[config.mk]
export PLATFORM = sky130hd
export DESIGN_NAME = core_ifetch_queue
export DESIGN_NICKNAME = d
export VERILOG_FILES = /design/src/rtl/core_ifetch_queue.sv
export SDC_FILE = /design/constraint.sdc
export NUM_CORES = 1
export LEC_CHECK = 0
export ABC_AREA = 1
export BUFFER_PORTS_ARGS = -buffer_cell sky130_fd_sc_hd__buf_2
export CAP_MARGIN = 20
export CORE_MARGIN = 5
export CORE_UTILIZATION = 35
export DETAILED_ROUTE_END_ITERATION = 10
export PLACE_DENSITY = 0.56
export SETUP_SLACK_MARGIN = 0.05
export SYNTH_ARGS = -nofsm -noshare
export SYNTH_HDL_FRONTEND = slang
export SYNTH_SLANG_ARGS = --single-unit
[constraint.sdc]
create_clock -name clk -period 3.85 [get_ports clk]
set_input_delay 0.385 -clock clk [delete_from_list [all_inputs] [get_ports clk]]
set_output_delay 0.385 -clock clk [all_outputs]
set_load 0.05 [all_outputs]
[src/rtl/core_ifetch_queue.sv]
// core_ifetch_queue: owns the fetch PC, issues instruction-ROM requests with a
// credit check, buffers returned instructions in a DEPTH-entry circular queue
// and presents them to decode over a valid/ready handshake. A jump flushes the
// queue and discards any response that arrives while it is asserted.
module core_ifetch_queue #(
    parameter int                ADDR_W   = 32,
    parameter int                INST_W   = 32,
    parameter int                DEPTH    = 4,
    parameter logic [ADDR_W-1:0] RST_ADDR = '0,
    parameter logic [INST_W-1:0] INST_NOP = INST_W'(32'h0000_0013)
) (
    input  logic                         clk,
    input  logic                         rst,
    input  logic                         jump_flag_in,
    input  logic [ADDR_W-1:0]            jump_addr_in,
    input  logic                         hold_flag_in,
    output logic                         rom_req_out,
    output logic [ADDR_W-1:0]            rom_addr_out,
    input  logic                         rom_ready_in,
    input  logic [INST_W-1:0]            rom_data_in,
    output logic                         inst_valid_out,
    output logic [INST_W-1:0]            inst_out,
    output logic [ADDR_W-1:0]            inst_addr_out,
    input  logic                         inst_ready_in,
    output logic [$clog2(DEPTH+1)-1:0]   count_out
);

    localparam int              PW   = (DEPTH > 1) ? $clog2(DEPTH) : 1;
    localparam int              CW   = $clog2(DEPTH + 1);
    localparam logic [PW-1:0]   LAST = PW'(DEPTH - 1);

    logic [ADDR_W-1:0] fetch_pc;
    logic [ADDR_W-1:0] inflight_addr;
    logic [ADDR_W-1:0] jump_target;
    logic              inflight;
    logic              drop;
    logic [ADDR_W-1:0] q_addr [DEPTH];
    logic [INST_W-1:0] q_inst [DEPTH];
    logic [PW-1:0]     rd_ptr;
    logic [PW-1:0]     wr_ptr;
    logic [CW-1:0]     count;
    logic [CW:0]       credit_used;
    logic              accept;
    logic              push;
    logic              pop;

    // Pointers wrap at DEPTH, which need not be a power of two.
    function automatic logic [PW-1:0] ptr_inc(input logic [PW-1:0] p);
        return (p == LAST) ? '0 : p + PW'(1);
    endfunction

    // Masking the low bits keeps jump targets word aligned.
    assign jump_target = jump_addr_in & ~ADDR_W'(3);

    // Queue slots already spoken for: stored entries plus the pending response.
    // A same-cycle pop is deliberately not credited, so overflow is impossible.
    assign credit_used = {1'b0, count} + {{CW{1'b0}}, inflight};

    assign rom_req_out  = !rst && !jump_flag_in && !hold_flag_in &&
                          (credit_used < (CW+1)'(DEPTH));
    assign rom_addr_out = fetch_pc;
    assign accept       = rom_req_out && rom_ready_in;

    // A response landing during a jump belongs to the old stream and is dropped.
    assign push = inflight && !drop && !jump_flag_in;
    assign pop  = inst_valid_out && inst_ready_in;

    assign inst_valid_out = (count != '0) && !jump_flag_in;
    assign inst_out       = inst_valid_out ? q_inst[rd_ptr] : INST_NOP;
    assign inst_addr_out  = inst_valid_out ? q_addr[rd_ptr] : '0;
    assign count_out      = count;

    // Fetch PC, in-flight tracking and queue bookkeeping, with jump taking priority.
    always_ff @(posedge clk) begin
        if (rst) begin
            fetch_pc      <= RST_ADDR;
            inflight      <= 1'b0;
            inflight_addr <= '0;
            drop          <= 1'b0;
            rd_ptr        <= '0;
            wr_ptr        <= '0;
            count         <= '0;
        end else if (jump_flag_in) begin
            fetch_pc <= jump_target;
            inflight <= 1'b0;
            drop     <= 1'b0;
            rd_ptr   <= '0;
            wr_ptr   <= '0;
            count    <= '0;
        end else begin
            if (accept) begin
                inflight      <= 1'b1;
                inflight_addr <= fetch_pc;
                fetch_pc      <= fetch_pc + ADDR_W'(4);
            end else begin
                inflight <= 1'b0;
            end
            if (inflight && drop) begin
                drop <= 1'b0;
            end
            if (push) begin
                wr_ptr <= ptr_inc(wr_ptr);
            end
            if (pop) begin
                rd_ptr <= ptr_inc(rd_ptr);
            end
            case ({push, pop})
                2'b10:   count <= count + CW'(1);
                2'b01:   count <= count - CW'(1);
                default: count <= count;
            endcase
        end
    end

    // Queue storage needs no reset; occupancy alone decides what is valid.
    always_ff @(posedge clk) begin
        if (!rst && push) begin
            q_addr[wr_ptr] <= inflight_addr;
            q_inst[wr_ptr] <= rom_data_in;
        end
    end

endmodule

==> results.ini <==
[status]
status=finished clean

[logic_synthesis]
synth_edf_count=248
yosys.cell_count.top_type=nor2_1
synth_warnings=0
synth_xor_area_share_pct=0.7255
synth_top_area_share_pct=56.08
synthTopCellsByCount=334 x nor2_1, 248 x edfxtp_1, 155 x o21ai_0
synth-seq-cells=318
synth-simple-area-share_pct=16.28
synth_ff_type=edfxtp_1
ys_seq_area_share_pct=66.63
synth_compound_area_share_pct=10.60
syn_inst=1315
avgSynthCellArea_um2=10.10
ys_types=33
synth_top_family_by_area=simple AND/OR/NAND/NOR gates
synthMuxAreaShare_pct=0
netlist_area_um2=13280
async_flop_share_pct=0
ys_top_cells_by_area=edfxtp_1 56%, dfxtp_1 11%, nor2_1 9.4%, o21ai_0 5.8%, nand2_1 4.2%
synth_fa_ha_area_share_pct=0.8103
synth_top_area_cell=edfxtp_1

[worst_setup_path]
crit_arrival_ps=2560
cp_max_fo=72
crit_path_end=inst_addr_out[16]
r2r_end=count_out[2]
crit_required_ps=3460
critPathKind=register to primary output
rrSetupSlack_ps=1630
worst_setup_path_start_kind=register
timing.rr.start=count_out[1]
end_kind=primary output
reg2reg_depth=12

[pwr]
ir_worst_vdd_mv=0.2531
pwr-share-clk_pct=44.9
p_switching_uw=1566
swShare_pct=21.32
p_leak_uw=0.006088
combPwrFrac_pct=3.9
power_frac_seq_pct=51.2
cellPowerDensity_nw_per_um2=464.5
intPower_uw=5779

[clock_network]
cts.sinks=318
cts_resized=0
cts.clk_slew.worst_paths_ps=60
post_cts_buffers=0
cts_tree=done
clkLatencyLatePin_ps=510
clockRootBuffer=clkbuf_16
ctsHoldBuffers=0
cts.htree.levels=2
clk_path_buf_depth=3
cts_made_buffers=35

[timing]
worst_slew_pin_slew_ps=986.9
setup_viol=0
slew_viol_final=0
timing.final.crit_share_pct=76.54
tns_ps=0
hold_viol_final=0
min_period_ps=2947
clock_skew_ps=9.905
finalWorstSetupSlack_ps=903.3
rsz0062_at_grt=no
maxSlewHeadroom_pct=34.13
fmax_ghz=0.3394

[finish]
nets=1543
syn2layout_area_growth_pct=19.07
stdcell_count=2005
drive_gt1_share_pct=16.24
fin_area_um2=15810
utilization_pct=42.08

[grt]
grt_use_total_pct=15.46
grt_pass1_wl_um=51180
met2_usage_pct=25.18
globalRouteMet3Util_pct=3.198
use_met1_pct=20.95
grt_overflow_total=0
grt_max_degree=125
antenna_found_initial=1
grt_busiest_layer=met2
grt_pass1_vias=9195

[place]
gp_congestion=0.8759
dpl.cell_count=1939
place_ws_ps=1351
port_buffers=164
post-dp-hpwl_um=19500
placed_cell_area_um2=14660

[floorplan]
row_count=71
chipWidth_um=204.8
ios=171
die_h_um=204.8
coreArea_um2=37580
die-area_um2=41940
initial_core_util_pct=35.34

[route]
wl_per_cell_um=16.55
routed_via_density=4.735
drt-initial-drc-count=537
antenna_left=0
drt-pass1-iter-count=5
route.detailed.drc=0
num_vias=9493
wl_um=33180

[hold_path]
hold_path.class=primary input to register

[run]
drv_cap=0

-- per-layer routing --
metal	vias up	wire length, um
met5	-	0
met4	0	858
met3	57	1823
met2	227	15310
met1	4461	15190
li1	4748	-
-- flip-flops by register name, summed over array words and instances, names as in the netlist, named ones only --
signal,flops
q_inst,128
inflight_addr,30
rom_addr_out,30
wr_ptr,2
q_addr,120
inflight,1
rd_ptr,2
count_out,3
-- placed cells by master, fill, tap and decap left out, drive strengths merged, types with 47 or more instances in the layout --
master  instances
a21oi          99
edfxtp        248
buf           180
inv            88
dfxtp          70
nand2         148
nand3          57
nor2          335
o21ai         155
clkbuf         47
-- critical path: stages (launching register included) --
cell     delay [ps]
dfxtp_4         740
buf_12          370
nor2_1           90
nor2_1           80
o21ai_0          90
a21oi_1         290
buf_2           330
-- area by class of cell --
class,count,area (um2)
clock inverters,15,167.7
flip-flops and latches,318,8853
multi-input cells,841,3819
diodes,4,10.01
well taps,511,639.4
clock buffers,47,972.2
repair buffers,180,1016
fillers,3643,21760
inverters,89,335.3
-- worst min-delay path by stage --
stage | startpoint | to | cells after the start
2_1_floorplan | inflight_addr[10] | q_addr[0][10] | 0
3_3_place_gp | rd_ptr[1] | register | 2
3_5_place_dp | count_out[2] | count_out[2] | 1
4_1_cts | rom_data_in[25] | q_inst[3][25] | 1
5_1_grt | rom_data_in[20] | q_inst[3][20] | 1
6_report | rom_data_in[25] | q_inst[3][25] | 1
-- cell families (layout without fill, tap and decap cells) --
logic type / count (synthesis) / count (layout)
simple gates: 546 / 546
buf+inv: 159 / 331
compound gates: 272 / 272
fa+ha+maj: 8 / 8
other cells: 1 / 8
flops: 318 / 318
xor+xnor: 11 / 11
-- power by group through the flow --
stage | clock (uW) | combinational [uW] | sequential, uW
2_1_floorplan | 0 | 125 | 3890
3_3_place_gp | 0 | 284 | 3830
3_5_place_dp | 0 | 288 | 3830
4_1_cts | 3400 | 290 | 3760
5_1_grt | 3530 | 318 | 3770
6_report | 3300 | 287 | 3760
-- through the flow --
stage	power [uW]	hold slack (ps)
finish	7345	86.37
global route	7616	69.83
CTS	7452	54.73
detailed placement	4123	485.6
global placement	4118	475.9
floorplan	4011	454.9
(Power assumes the default switching activity.)
